### src/rtl/pmem_arbiter_if.sv
// Signal bundle between the two cache controllers, the arbiter and the memory port.
// The arbiter uses the slave view; the caches and the memory side together use the master view.
interface pmem_arbiter_if #(
    parameter int unsigned s_line = 256,
    parameter int unsigned s_addr = 32
);
    logic              i_pmem_read;
    logic [s_addr-1:0] i_pmem_address;
    logic [s_line-1:0] i_pmem_rdata;
    logic              i_pmem_resp;

    logic              d_pmem_read;
    logic              d_pmem_write;
    logic [s_addr-1:0] d_pmem_address;
    logic [s_line-1:0] d_pmem_wdata;
    logic [s_line-1:0] d_pmem_rdata;
    logic              d_pmem_resp;

    logic              mem_read;
    logic              mem_write;
    logic [s_addr-1:0] mem_address;
    logic [s_line-1:0] mem_wdata;
    logic [s_line-1:0] mem_rdata;
    logic              mem_resp;

    modport slave (
        input  i_pmem_read, i_pmem_address,
        input  d_pmem_read, d_pmem_write, d_pmem_address, d_pmem_wdata,
        input  mem_rdata, mem_resp,
        output i_pmem_rdata, i_pmem_resp,
        output d_pmem_rdata, d_pmem_resp,
        output mem_read, mem_write, mem_address, mem_wdata
    );

    modport master (
        output i_pmem_read, i_pmem_address,
        output d_pmem_read, d_pmem_write, d_pmem_address, d_pmem_wdata,
        output mem_rdata, mem_resp,
        input  i_pmem_rdata, i_pmem_resp,
        input  d_pmem_rdata, d_pmem_resp,
        input  mem_read, mem_write, mem_address, mem_wdata
    );
endinterface

### src/rtl/pmem_arbiter.sv
// Round-robin arbiter sharing one physical-memory port between the I-cache and D-cache.
// The grant is held until mem_resp; every completion is followed by one IDLE cycle.
module pmem_arbiter #(
    parameter int unsigned s_line = 256,
    parameter int unsigned s_addr = 32
) (
    input logic           clk,
    input logic           rst,
    pmem_arbiter_if.slave bus
);
    typedef enum logic [1:0] {
        IDLE    = 2'd0,
        SERVE_I = 2'd1,
        SERVE_D = 2'd2
    } state_t;

    typedef enum logic {
        GRANT_I = 1'b0,
        GRANT_D = 1'b1
    } grant_t;

    state_t state, state_next;
    grant_t last_grant, last_grant_next;
    logic   i_req, d_req;

    assign i_req = bus.i_pmem_read;
    assign d_req = bus.d_pmem_read | bus.d_pmem_write;

    // Line data is a straight pass-through; each cache only looks at it in its resp cycle.
    assign bus.i_pmem_rdata = bus.mem_rdata;
    assign bus.d_pmem_rdata = bus.mem_rdata;

    always_ff @(posedge clk) begin
        if (rst) begin
            state      <= IDLE;
            last_grant <= GRANT_D;
        end else begin
            state      <= state_next;
            last_grant <= last_grant_next;
        end
    end

    // Next state and memory command; rst masks everything so an abandoned grant never pulses resp.
    always_comb begin
        state_next      = state;
        last_grant_next = last_grant;
        bus.mem_read    = 1'b0;
        bus.mem_write   = 1'b0;
        bus.mem_address = s_addr'(0);
        bus.mem_wdata   = s_line'(0);
        bus.i_pmem_resp = 1'b0;
        bus.d_pmem_resp = 1'b0;

        if (!rst) begin
            case (state)
                IDLE: begin
                    if (i_req && (!d_req || last_grant == GRANT_D)) begin
                        state_next      = SERVE_I;
                        last_grant_next = GRANT_I;
                    end else if (d_req) begin
                        state_next      = SERVE_D;
                        last_grant_next = GRANT_D;
                    end
                end
                SERVE_I: begin
                    bus.mem_read    = 1'b1;
                    bus.mem_address = bus.i_pmem_address;
                    if (bus.mem_resp) begin
                        bus.i_pmem_resp = 1'b1;
                        state_next      = IDLE;
                    end
                end
                SERVE_D: begin
                    // A simultaneous read and write is resolved as write-only.
                    bus.mem_write   = bus.d_pmem_write;
                    bus.mem_read    = bus.d_pmem_read & ~bus.d_pmem_write;
                    bus.mem_address = bus.d_pmem_address;
                    bus.mem_wdata   = bus.d_pmem_wdata;
                    if (bus.mem_resp) begin
                        bus.d_pmem_resp = 1'b1;
                        state_next      = IDLE;
                    end
                end
                default: state_next = IDLE;
            endcase
        end
    end
endmodule

### src/flat_wrapper.sv
// flat-port wrapper written by rule: the top's interface ports become plain ports
module pmem_arbiter_flat 
#(
    parameter int unsigned s_line = 256,
    parameter int unsigned s_addr = 32
)
  (clk, rst, bus_i_pmem_read, bus_i_pmem_address, bus_d_pmem_read, bus_d_pmem_write, bus_d_pmem_address, bus_d_pmem_wdata, bus_mem_rdata, bus_mem_resp, bus_i_pmem_rdata, bus_i_pmem_resp, bus_d_pmem_rdata, bus_d_pmem_resp, bus_mem_read, bus_mem_write, bus_mem_address, bus_mem_wdata);
  pmem_arbiter_if #(.s_line(s_line), .s_addr(s_addr)) bus_i ();
  input logic clk;
  input logic rst;
  input wire logic [$bits(bus_i.i_pmem_read)-1:0] bus_i_pmem_read;
  input wire logic [$bits(bus_i.i_pmem_address)-1:0] bus_i_pmem_address;
  input wire logic [$bits(bus_i.d_pmem_read)-1:0] bus_d_pmem_read;
  input wire logic [$bits(bus_i.d_pmem_write)-1:0] bus_d_pmem_write;
  input wire logic [$bits(bus_i.d_pmem_address)-1:0] bus_d_pmem_address;
  input wire logic [$bits(bus_i.d_pmem_wdata)-1:0] bus_d_pmem_wdata;
  input wire logic [$bits(bus_i.mem_rdata)-1:0] bus_mem_rdata;
  input wire logic [$bits(bus_i.mem_resp)-1:0] bus_mem_resp;
  output wire logic [$bits(bus_i.i_pmem_rdata)-1:0] bus_i_pmem_rdata;
  output wire logic [$bits(bus_i.i_pmem_resp)-1:0] bus_i_pmem_resp;
  output wire logic [$bits(bus_i.d_pmem_rdata)-1:0] bus_d_pmem_rdata;
  output wire logic [$bits(bus_i.d_pmem_resp)-1:0] bus_d_pmem_resp;
  output wire logic [$bits(bus_i.mem_read)-1:0] bus_mem_read;
  output wire logic [$bits(bus_i.mem_write)-1:0] bus_mem_write;
  output wire logic [$bits(bus_i.mem_address)-1:0] bus_mem_address;
  output wire logic [$bits(bus_i.mem_wdata)-1:0] bus_mem_wdata;
  assign bus_i.i_pmem_read = bus_i_pmem_read;
  assign bus_i.i_pmem_address = bus_i_pmem_address;
  assign bus_i.d_pmem_read = bus_d_pmem_read;
  assign bus_i.d_pmem_write = bus_d_pmem_write;
  assign bus_i.d_pmem_address = bus_d_pmem_address;
  assign bus_i.d_pmem_wdata = bus_d_pmem_wdata;
  assign bus_i.mem_rdata = bus_mem_rdata;
  assign bus_i.mem_resp = bus_mem_resp;
  assign bus_i_pmem_rdata = bus_i.i_pmem_rdata;
  assign bus_i_pmem_resp = bus_i.i_pmem_resp;
  assign bus_d_pmem_rdata = bus_i.d_pmem_rdata;
  assign bus_d_pmem_resp = bus_i.d_pmem_resp;
  assign bus_mem_read = bus_i.mem_read;
  assign bus_mem_write = bus_i.mem_write;
  assign bus_mem_address = bus_i.mem_address;
  assign bus_mem_wdata = bus_i.mem_wdata;
  pmem_arbiter #(.s_line(s_line), .s_addr(s_addr)) u_core (.clk(clk), .rst(rst), .bus(bus_i));
endmodule
### config.mk
export PLATFORM = sky130hd
export DESIGN_NAME = pmem_arbiter_flat
export DESIGN_NICKNAME = d
export VERILOG_FILES = /design/src/rtl/pmem_arbiter_if.sv /design/src/rtl/pmem_arbiter.sv /design/src/flat_wrapper.sv
export SDC_FILE = /design/constraint.sdc
export NUM_CORES = 1
export LEC_CHECK = 0
export CELL_PAD_IN_SITES_DETAIL_PLACEMENT = 1
export CELL_PAD_IN_SITES_GLOBAL_PLACEMENT = 1
export CORE_AREA = 3 3 534 536
export CTS_CLUSTER_DIAMETER = 80
export DETAILED_ROUTE_END_ITERATION = 12
export DIE_AREA = 0 0 537 539
export PLACE_DENSITY = 0.3
export SYNTH_ARGS = -nofsm -noshare
export SYNTH_HDL_FRONTEND = slang
export SYNTH_SLANG_ARGS = --single-unit
### constraint.sdc
create_clock -name clk -period 4.07 [get_ports clk]
set_clock_uncertainty 0.2 [all_clocks]
set_input_delay 0.814 -clock clk [delete_from_list [all_inputs] [get_ports clk]]
set_output_delay 0.814 -clock clk [all_outputs]
set_load 0.02 [all_outputs]
# Word-level counts from Yosys, hierarchy flattened
# Index checks and enable logic that the tools add are counted.
[op_classes]
eq_ne = 4
mux = 19
bitwise_logic = 3
n_reduce_logical = 8
[op_table]
columns = ["op", "count"]
rows = [
  ["256-bit two-way mux", 2],
  ["32-bit one-hot mux with 2 select lines", 1],
  ["32-bit two-way mux", 1],
  ["1-bit two-way mux", 10],
  ["2-bit two-way mux", 3],
  ["2-bit one-hot mux with 2 select lines", 1],
  ["2-bit AND reduction", 2],
  ["3-bit by 1-bit inequality test with 1-bit output, second input constant", 1],
  ["2-bit by 1-bit equality test with 1-bit output, second input constant", 1],
  ["2-bit equality test, second input constant", 1],
  ["2-bit logical NOT", 1],
  ["2-bit by 1-bit inequality test with 1-bit output, second input constant", 1],
  ["1-bit one-hot mux with 2 select lines", 1],
  ["2-bit nonzero test", 1],
  ["2-bit OR reduction", 1],
  ["1-bit bitwise AND", 1],
  ["1-bit logical AND", 1],
  ["1-bit logical NOT", 1],
  ["1-bit logical OR", 1],
  ["1-bit inverter", 1],
  ["1-bit OR", 1],
]
[word_totals]
regBits = 3
input_bits = 582
wordCells = 36

# Depth between registers and ports, before layout
# Gate-level depths: netlist (run 1).
[logic_depth]
depth_word = 6
mapped_depth = 7
ltp_nobuf = 5

# Worst setup path before layout (run 1)
# OpenSTA, ideal clock, no wires.
[synth_path]
path_kind = "input to output"
from = "input port rst"
to = "output port bus_mem_wdata[100]"
arrival_time_ps = 1578
t_required_ps = 3056
slack_ps = 1478
cell_stages = 4
n_path_buf = 2
cell_sequence = "and2b_4 > buf_6 > buf_6 > and2_1"
[synth_between]
elab_chain_len = 1
[synth_lines]
columns = ["element", "line", "source"]
rows = [
  ["start, declared", "flat_wrapper.sv:10", "input logic rst;"],
  ["256-bit two-way mux", "pmem_arbiter.sv:54", "if (!rst) begin"],
  ["end, declared", "flat_wrapper.sv:26", "output wire logic [$bits(bus_i.mem_wdata)-1:0] bus_mem_wdata;"],
]
# Every way passes these cells.

# Worst setup path in the final report (run 1)
[layout_path]
from = "input port rst"
to = "output port bus_mem_wdata[21]"
# Same word-level chain as after synthesis.

==> summary.md, run 1 <==
| Metric | Value |
|---|---|
| Status | `finished clean` |
| Clk slew on worst S/H paths | `about 0.030 ns` |
| Worst vdd ir | `between 0.00009 and 0.0001 V` |
| Routed len/inst | `36.9 um` |
| Setup crit start kind | `input pin` |
| DRC viols | `0` |
| Slowest CP cell | `clkdlybuf4s50_1` |
| Cell count after synthesis | `903` |
| Critical Path, Cell by Cell | `clkdlybuf4s50_1 -> and2b_4 -> buf_12 -> and2_1 -> clkdlybuf4s50_1` |
| Simple-Gate Fraction of Synth Area | `0.284` |
| Layout cells sized above 1 | `0.265` |
| First-pass GRT wire length | `193000 um` |
| PortBufs | `between 600 and 700` |
| Crit path capture type | `output pin` |
| Crit Path Max Fanout | `29` |
| CTS resizes | `0` |
| Sinks on Clock Net | `3` |
| Clock Tree Buf Depth | `2` |
| Yosys cell types | `23` |
| Post-synth top area share | `0.602` |
| Worst R2R End | `u_core.state[1]` |
| Root buf cell | `clkbuf_16` |
| WP depth | `5` |
| Final Total Pwr | `0.00184 W` |
| Synth top area cells | `buf_4 60%, and2_1 25%, buf_6 4.2%, a22oi_1 3.8%, nor2_1 2.0%` |
| Finished Cell Area | `0.0155 mm^2` |
| Worst-skew pair later-pin latency | `around 0.23 ns` |
| Max Fclk | `0.263 GHz` |
| Crit path from | `rst` |
| Actual slew at the worst max-slew pin | `between 0.7 and 0.8 ns` |
| Drt pass-1 iters | `4` |
| Vias in the first global route | `7007` |
| Grt ovf | `0` |
| CTS Buf Count | `3` |
| Fin. max-slew vios | `0` |
| Via density | `1.46` |
| HP Class | `register to register` |
| Largest family of logic cells by synthesized area | `buffers and inverters` |
| Yosys reg bits | `3` |
| Antenna violations before repair | `158` |
| H-tree depth | `1` |
| Starting Density | `0.0227` |
| Minimum clock period | `3.80 ns` |
| Top Ports | `1386` |
| FP Rows | `195` |
| Delay-heaviest family, CP | `buffers and inverters` |
| Die height | `539 um` |
| Core box area | `~0.28 mm^2` |
| Antenna Nets Post-Route | `0` |
| Die area | `0.289 mm^2` |
| Final setup TNS | `0 ns` |
| Crit-path max cell delay | `0.63 ns` |
| Routed vias | `6943` |
| Die Span X | `537 um` |
| Post-DP Area | `0.0154 mm^2` |
| TritonCTS clock tree | `done` |
| Final Wtd Congestion | `0.772` |
| Post-CTS setup buffers | `0` |
| Syn Area/Cell | `7.08 um^2` |
| Critical Path RT | `roughly 3 ns` |
| Pwr/cell area | `119 mW/mm^2` |
| Synth Warn # | `0` |
| Util after Layout | `0.0552` |
| Reg2reg setup slack | `2.45 ns` |
| Static leakage | `roughly 4.4 nW` |
| Synth Area in Compound Gates | `0.0440` |
| CP Buf/Inv Count | `3` |
| Post-Synth Adder-Cell Area | `0.00587` |
| Cell mode on critical path | `clkdlybuf4s50_1` |
| Final period util | `0.934` |
| Max cap viols | `0` |
| Max-Slew Margin vs Limit | `0.480` |
| FF-to-FF path depth | `5` |
| Post-DP HPWL | `171000 um` |
| XOR/XNOR Fraction of Synth Area | `0` |
| RSZ-0062 raised after global routing | `no` |
| # hold bufs at CTS | `0` |
| Layout area overhead | `143%` |
| Commonest non-fill, non-tap cell in the layout | `clkdlybuf4s50_1` |
| Tot GR Track Use | `0.116` |
| CP arrival | `between 2 and 3 ns` |
| Number of hold violations in the final report | `0` |
| Commonest cells after routing, fill and taps aside | `379 x clkdlybuf4s50_1, 258 x and2_1, 224 x buf_12, 34 x nor2_1, 32 x a22oi_1` |
| Drt initial violations | `253` |
| Largest net degree at the start of global routing | `63` |
| Fillcell total | `around 33000` |
| Critical path type | `input pin to output pin` |
| Mapped Nets | `1488` |
| Setup crit end | `bus_mem_wdata[21]` |
| Final setup vio count | `0` |
| Cell area after synthesis | `0.00639 mm^2` |
| Routed WL | `175000 um` |
| Sequential area share after synthesis | `0.00940` |
| Nets@finish | `~1600` |
| Mux share of post-synthesis cell area | `0` |
| Synth area leader | `buf_4` |
| Reg2reg start | `u_core.state[1]` |
==> state kept, by name, indices dropped and copies added, names as in the netlist <==
register and count:
u_core.last_grant 1, u_core.state 2
==> kinds of logic (layout without fill, tap and decap cells) <==
| family | after synthesis | in the layout |
|---|---|---|
| other | 0 | 20 |
| AND/OR/NAND/NOR | 303 | 303 |
| AO/OA/AOI/OAI | 39 | 39 |
| buffers and inverters | 555 | 640 |
| adder cells (fa/ha/maj) | 3 | 3 |
| flip-flops | 3 | 3 |
==> synth_stat cells, drive strengths merged <==
cell type / number
ha: 3
o21ai: 1
and3b: 1
a22oi: 32
and2: 258
nand4: 1
nor3b: 1
nor2: 34
inv: 3
a31oi: 1
o21bai: 2
and3: 2
nand2b: 2
dfxtp: 3
buf: 542
clkbuf: 10
or2: 1
and2b: 1
nor4: 1
a21oi: 3
nor2b: 1
==> how the worst min path moves through the flow <==
stage | from | to | slack [ns] | cells past startpoint
final | u_core.last_grant | u_core.last_grant | 0.31 | 2
after global routing | u_core.last_grant | u_core.last_grant | 0.35 | 2
after CTS | u_core.last_grant | u_core.last_grant | 0.32 | 2
after detailed placement | u_core.state[0] | u_core.state[0] | 0.31 | 2
after global placement | u_core.last_grant | u_core.last_grant | 0.28 | 2
after floorplan | u_core.last_grant | u_core.last_grant | 0.26 | 2
==> report_power, final <==
group / internal [W] / switching, W
clock: 0.000130 / 0.0000329
sequential: 0.0000343 / 0.00000361
combinational: 0.000848 / 0.000796
==> layout make-up <==
class	instances	area, um^2	share of cell area
antenna	20	50.0	0.00322
clock buffer	4	78.8	0.00508
inverter	3	11.3	0.000725
multi-input combinational	345	2140	0.138
sequential	3	60.1	0.00387
tap	3743	4680	0.302
timing repair buffer	633	8500	0.547
==> worst register-to-register path: cells and delay by family (launching register included) <==
kind	cells	cell delay [ns]
adder cells (fa/ha/maj)	1	0.34
buffers and inverters	1	0.09
flip-flops	1	0.37
AND/OR/NAND/NOR	3	0.52
==> stage by stage <==
stage	setup slack [ns]	hold slack, ns	cells
finish	0.267	0.309	4751
global route	0.196	0.348	4732
CTS	0.257	0.320	4731
detailed placement	0.269	0.310	4727
global placement	0.253	0.282	4727
floorplan	1.48	0.260	903
==> routing by layer <==
metal  vias to the layer above  wire length (um)  global-route usage  part of all wire
li1                       2430                 -                   -                 -
met1                      2735             51000              0.0997              0.29
met2                      1285             68000               0.164              0.39
met3                       475             49700               0.147              0.28
met4                        18              6340              0.0273             0.036
met5                         -               123            0.000333           0.00070
Power figures use the tool's default switching activity.
==> inputs of run 2 (changes only) <==
--- a/config.mk
+++ b/config.mk
@@ -5,12 +5,13 @@
 export SDC_FILE = /design/constraint.sdc
 export NUM_CORES = 1
 export LEC_CHECK = 0
+export ABC_AREA = 1
 export CELL_PAD_IN_SITES_DETAIL_PLACEMENT = 1
 export CELL_PAD_IN_SITES_GLOBAL_PLACEMENT = 1
-export CORE_AREA = 3 3 534 536
+export CORE_AREA = 3 3 541 543
 export CTS_CLUSTER_DIAMETER = 80
 export DETAILED_ROUTE_END_ITERATION = 12
-export DIE_AREA = 0 0 537 539
+export DIE_AREA = 0 0 544 546
 export PLACE_DENSITY = 0.3
 export SYNTH_ARGS = -nofsm -noshare
 export SYNTH_HDL_FRONTEND = slang
==> constraint.sdc (replaced) <==
create_clock -name clk -period 4.07 [get_ports clk]
set_clock_uncertainty 0.2 [all_clocks]
set_input_delay 0.814 -clock clk [delete_from_list [all_inputs] [get_ports clk]]
set_output_delay 0.814 -clock clk [all_outputs]
set_load 0.01 [all_outputs]
==> run 2 against run 1 <==
  * Register-to-register slack is essentially flat
  * Global-route usage grew 0.27 points
  * First-iteration DRC count grew 64%
  * Non-clock buffer count grew 4
  * Worst hold slack gained 0.075 ns
  * Critical endpoint is now bus_mem_address[26]
  * Utilization shrank 0.64 points
  * Combinational power shrank 7%
==> summary.md, run 2 <==
| Metric | Value |
|---|---|
| Die height | `between 500 and 600 um` |
| Drt pass-1 iters | `4` |
| Top Ports | `1386` |
| Actual slew at the worst max-slew pin | `0.676 ns` |
| H-tree depth | `1` |
| CP arrival | `approximately 2.8 ns` |
| Cell area after synthesis | `0.00680 mm^2` |
| Critical path type | `input pin to output pin` |
| CTS resizes | `0` |
| Drt initial violations | `415` |
| Core box area | `0.288 mm^2` |
| DRC viols | `0` |
| Routed len/inst | `36.2 um` |
| Post-CTS setup buffers | `0` |
| Max-Slew Margin vs Limit | `0.548` |
| Most frequent cells after synthesis | `512 x buf_4, 328 x nand2_1, 260 x nor2_1, 50 x buf_2, 37 x a21oi_1` |
| Cell count after synthesis | `1225` |
| Syn Area/Cell | `5.55 um^2` |
| Grt ovf | `0` |
| Die area | `a little under 0.3 mm^2` |
| Nets@finish | `1872` |
| FP Rows | `197` |
| Synth area leader | `buf_4` |
| TritonCTS clock tree | `done` |
| Layout area overhead | `107%` |
| Number of hold violations in the final report | `0` |
| Final setup TNS | `0 ns` |
| Max reg flops | `2` |
| Max cap viols | `0` |
| Critical Path RT | `3.06 ns` |
| Mapped Nets | `1810` |
| Pwr/cell area | `123 mW/mm^2` |
| Layout cells sized above 1 | `0.135` |
| Largest regs | `u_core.state x2, u_core.last_grant x1` |
| Vias in the first global route | `8892` |
| Max Fclk | `0.263 GHz` |
| Post-synth top area share | `0.566` |
| Commonest cells after routing, fill and taps aside | `469 x clkdlybuf4s50_1, 327 x nand2_1, 260 x nor2_1, 110 x buf_4, 57 x buf_12` |
| Sinks on Clock Net | `3` |
| Final setup vio count | `0` |
| First-pass GRT wire length | `205000 um` |
| HP Class | `register to register` |
| Static leakage | `about 3.8 nW` |
| Tot GR Track Use | `0.118` |
| Clk slew on worst S/H paths | `about 0.030 ns` |
| Yosys cell types | `14` |
| Largest Register | `u_core.state` |
| CTS Buf Count | `3` |
| Routed WL | `around 180000 um` |
| Yosys reg bits | `3` |
| Clock Tree Buf Depth | `2` |
| Count leader, synth | `buf_4` |
| PortBufs | `617` |
| Crit path capture type | `output pin` |
| Status | `finished clean` |
| Final hold slack | `0.383 ns` |
| Synth top area cells | `buf_4 57%, nand2_1 18%, nor2_1 14%, buf_2 3.7%, a21oi_1 2.7%` |
| Root buf cell | `clkbuf_16` |
| Setup crit start kind | `input pin` |
| Final Wtd Congestion | `between 0.7 and 0.8` |
| Post-synth EDFFs | `0` |
| Routed vias | `8724` |
| Worst-skew pair later-pin latency | `between 0.2 and 0.25 ns` |
| RSZ-0062 raised after global routing | `no` |
| Commonest non-fill, non-tap cell in the layout | `clkdlybuf4s50_1` |
| Worst vdd ir | `0.0000690 V` |
| Post-DP HPWL | `177000 um` |
| Antenna violations before repair | `~170` |
| Minimum clock period | `3.80 ns` |
| Final period util | `0.933` |
| Synth Warn # | `0` |
| Fillcell total | `~34000` |
| Crit Path Max Fanout | `29` |
| Sequential area share after synthesis | `0.00884` |
| Antenna Nets Post-Route | `0` |
| Most common flop cell mapped by yosys | `dfxtp_1` |
| Die Span X | `544 um` |
| Post-synthesis async set-or-reset flop share | `0` |
| Fin. max-slew vios | `0` |
| Largest net degree at the start of global routing | `between 70 and 80` |
| Starting Density | `0.0236` |
| Via density | `~1.7` |
| # hold bufs at CTS | `0` |
-- run 2: report_power, final --
group	switching (W)	leakage (nW)	internal (W)
logic	0.000870	3.76	0.000663
clock network	0.0000278	0.0382	0.000129
registers	0.00000427	0.0248	0.0000341
total	0.000902	3.82	0.000826
-- run 2: metrics by stage --
step | area [um^2] | util | total power (W) | worst slack, ns | std cells
after floorplan | 6800 | - | 0.00102 | 1.55 | 1225
after global placement | 14000 | 0.0485 | 0.00163 | 0.0996 | 5063
after detailed placement | 14000 | 0.0485 | 0.00164 | 0.0731 | 5063
after CTS | 14100 | 0.0488 | 0.00180 | 0.0565 | 5067
after global routing | 14100 | 0.0488 | 0.00188 | 0.0962 | 5070
final | 14100 | 0.0489 | 0.00173 | 0.272 | 5076
-- run 2: final cells by class --
| class | count | area [um^2] | area share |
|---|---|---|---|
| inverters | 9 | 33.8 | 0.00240 |
| well taps | 3781 | 4730 | 0.336 |
| multi-input cells | 633 | 2470 | 0.176 |
| diodes | 9 | 22.5 | 0.00160 |
| repair buffers | 637 | 6680 | 0.474 |
| flip-flops and latches | 3 | 60.1 | 0.00427 |
| clock buffers | 4 | 78.8 | 0.00560 |
-- run 2: critical path: stages --
cell,delay [ns]
buf_8,0.16
inv_1,0.15
nand2_2,0.39
buf_4,0.31
a21oi_1,0.12
clkdlybuf4s50_1,0.75
-- run 2: cell families (layout without fill, tap and decap cells) --
family | count (synthesis) | count (layout) | share of synthesized area
compound gates | 39 | 39 | 0.0287
fa+ha+maj | 3 | 3 | 0.00552
buf+inv | 589 | 650 | 0.630
flops | 3 | 3 | 0.00884
other cells | 0 | 9 | 0
simple gates | 591 | 591 | 0.327
-- run 2: worst paths after layout --
path                    from                  end  slack [ns]  cells after the start
max                      rst  bus_mem_address[26]        0.27                      6
min          u_core.state[1]      u_core.state[1]        0.38                      2
max reg2reg  u_core.state[1]      u_core.state[0]        2.44                      6
min reg2reg  u_core.state[1]      u_core.state[1]        0.38                      2
-- run 2: routing by layer --
| layer | global-route usage | routed length (um) | up-vias |
|---|---|---|---|
| met2 | 0.175 | 73800 | 1399 |
| met4 | 0.0278 | 6860 | 20 |
| met1 | 0.0930 | 49300 | 3526 |
| met3 | 0.156 | 54000 | 514 |
| li1 | - | - | 3265 |
| met5 | 0.000325 | 135 | - |
==> inputs of run 3 (changes only) <==
--- a/config.mk
+++ b/config.mk
@@ -13,6 +13,8 @@
 export DETAILED_ROUTE_END_ITERATION = 12
 export DIE_AREA = 0 0 544 546
 export PLACE_DENSITY = 0.3
+export REMOVE_ABC_BUFFERS = 1
 export SYNTH_ARGS = -nofsm -noshare
 export SYNTH_HDL_FRONTEND = slang
 export SYNTH_SLANG_ARGS = --single-unit
+export TNS_END_PERCENT = 30
==> run 3 against run 2 <==
  * Sequential share of layout area is essentially flat
  * Combinational power is 12% higher
  * Wire length is 82% higher
  * Total power is 10% higher
  * Clock power about the same
==> summary.md, run 3 (synthesized netlist as in run 2, its figures left out) <==
| Metric | Value |
|---|---|
| Status | `finished clean` |
| CTS Buf Count | `3` |
| Routed len/inst | `~66 um` |
| Setup crit start kind | `register` |
| Final Wtd Congestion | `between 0.9 and 1` |
| Antenna Nets Post-Route | `0` |
| Post-DP HPWL | `307000 um` |
| # hold bufs at CTS | `0` |
| Core box area | `0.288 mm^2` |
| Antenna violations before repair | `232` |
| Largest net degree at the start of global routing | `114` |
| Post-CTS setup buffers | `0` |
| Sinks on Clock Net | `3` |
| Top Ports | `~1400` |
| Final setup vio count | `0` |
| Routed vias | `11400` |
| Final setup TNS | `0 ns` |
| Crit path from | `u_core.state[0]` |
| Commonest non-fill, non-tap cell in the layout | `clkdlybuf4s50_1` |
| Reg2reg setup slack | `approximately 2.5 ns` |
| Hold depth | `2` |
| Routed WL | `334000 um` |
| CP arrival | `roughly 2.7 ns` |
| Crit Path Max Fanout | `66` |
| Critical Path RT | `3.06 ns` |
| Critical path type | `register to output pin` |
| Clock Tree Buf Depth | `2` |
| Root buf cell | `clkbuf_16` |
| Max reg flops | `2` |
| Tot GR Track Use | `0.216` |
| Actual slew at the worst max-slew pin | `0.677 ns` |
| PortBufs | `617` |
| RSZ-0062 raised after global routing | `no` |
| Clk slew on worst S/H paths | `0.03 ns` |
| Crit path capture type | `output pin` |
| Grt ovf | `0` |
| Finished Cell Area | `0.0144 mm^2` |
| Nets@finish | `between 1500 and 2000` |
| Layout area overhead | `112%` |
| Largest Register | `u_core.state` |
| Via density | `around 2.2` |
| CTS resizes | `0` |
| Commonest cells after routing, fill and taps aside | `444 x clkdlybuf4s50_1, 328 x nand2_1, 260 x nor2_1, 99 x buf_4, 89 x buf_12` |
| Die area | `0.297 mm^2` |
| Final period util | `0.906` |
| First-pass GRT wire length | `between 300000 and 400000 um` |
| FP Rows | `197` |
| Pwr/cell area | `roughly 130 mW/mm^2` |
| HP Class | `register to register` |
| Worst vdd ir | `0.0000877 V` |
| Inst Count DP | `5059` |
| Number of hold violations in the final report | `0` |
| Largest regs | `u_core.state x2, u_core.last_grant x1` |
| Minimum clock period | `3.69 ns` |
| Vias in the first global route | `9311` |
| Util after Layout | `0.0499` |
| FF-to-FF path depth | `6` |
| Drt pass-1 iters | `4` |
| Starting Density | `0.0236` |
| Reg2reg start | `u_core.state[1]` |
| HP Start | `u_core.last_grant` |
| TritonCTS clock tree | `done` |
| Layout cells sized above 1 | `0.151` |
| Worst-skew pair later-pin latency | `0.23 ns` |
| DRC viols | `0` |
| Die Span X | `~540 um` |
| Die height | `546 um` |
| Static leakage | `roughly 3.9 nW` |
| Fin. max-slew vios | `0` |
| Max Fclk | `0.271 GHz` |
| H-tree depth | `1` |
| Max cap viols | `0` |
| Layout Cells excl Fill | `5071` |
| Max-Slew Margin vs Limit | `0.549` |
| Drt initial violations | `1068` |
| Post-DP Area | `0.0143 mm^2` |
run 3: cell types whose count changed in the layout (fill, tap and decap cells not counted), sizes merged:
cell	previous run	this run
clkdlybuf4s50	469	444
buf	168	189
diode	9	8
run 3: final timing paths:
kind                        end
max          bus_mem_wdata[117]
min reg2reg   u_core.last_grant
max reg2reg     u_core.state[0]
min           u_core.last_grant
run 3: per-stage QoR:
step	setup slack, ns	total power (W)	hold WS [ns]
final	0.381	0.00190	0.387
after global routing	0.273	0.00203	0.424
after CTS	0.374	0.00192	0.402
after detailed placement	0.462	0.00175	0.364
after global placement	0.411	0.00177	0.356
after floorplan	-2.70	0.000511	0.293
run 3: area by class of cell:
cell class	instances	area, um^2
inverter	9	33.8
tap	3781	4730
antenna	8	20.0
sequential	3	60.1
clock buffer	4	78.8
fill	34400	274000
timing repair buffer	633	6980
multi-input combinational	633	2470
run 3: worst max-delay path, stage by stage (launching register included):
cell	delay, ns
dfxtp_1	0.31
inv_1	0.15
ha_4	0.47
buf_12	0.33
nand2_1	0.15
nor2_1	0.14
clkdlybuf4s50_1	0.81
run 3: where the power goes:
group / leakage [nW] / switching [W] / internal [W]
registers: 0.0248 / 0.00000399 / 0.0000340
clock network: 0.0382 / 0.0000283 / 0.000129
logic: 3.88 / 0.00103 / 0.000681
total: 3.94 / 0.00106 / 0.000844
run 3: per-layer routing:
layer | GRT usage | vias to the layer above | routed length, um
li1 | - | 3254 | -
met1 | 0.143 | 4845 | 78000
met2 | 0.312 | 2710 | 133000
met3 | 0.293 | 524 | 95800
met4 | 0.0878 | 52 | 19100
met5 | 0.196 | - | 7960
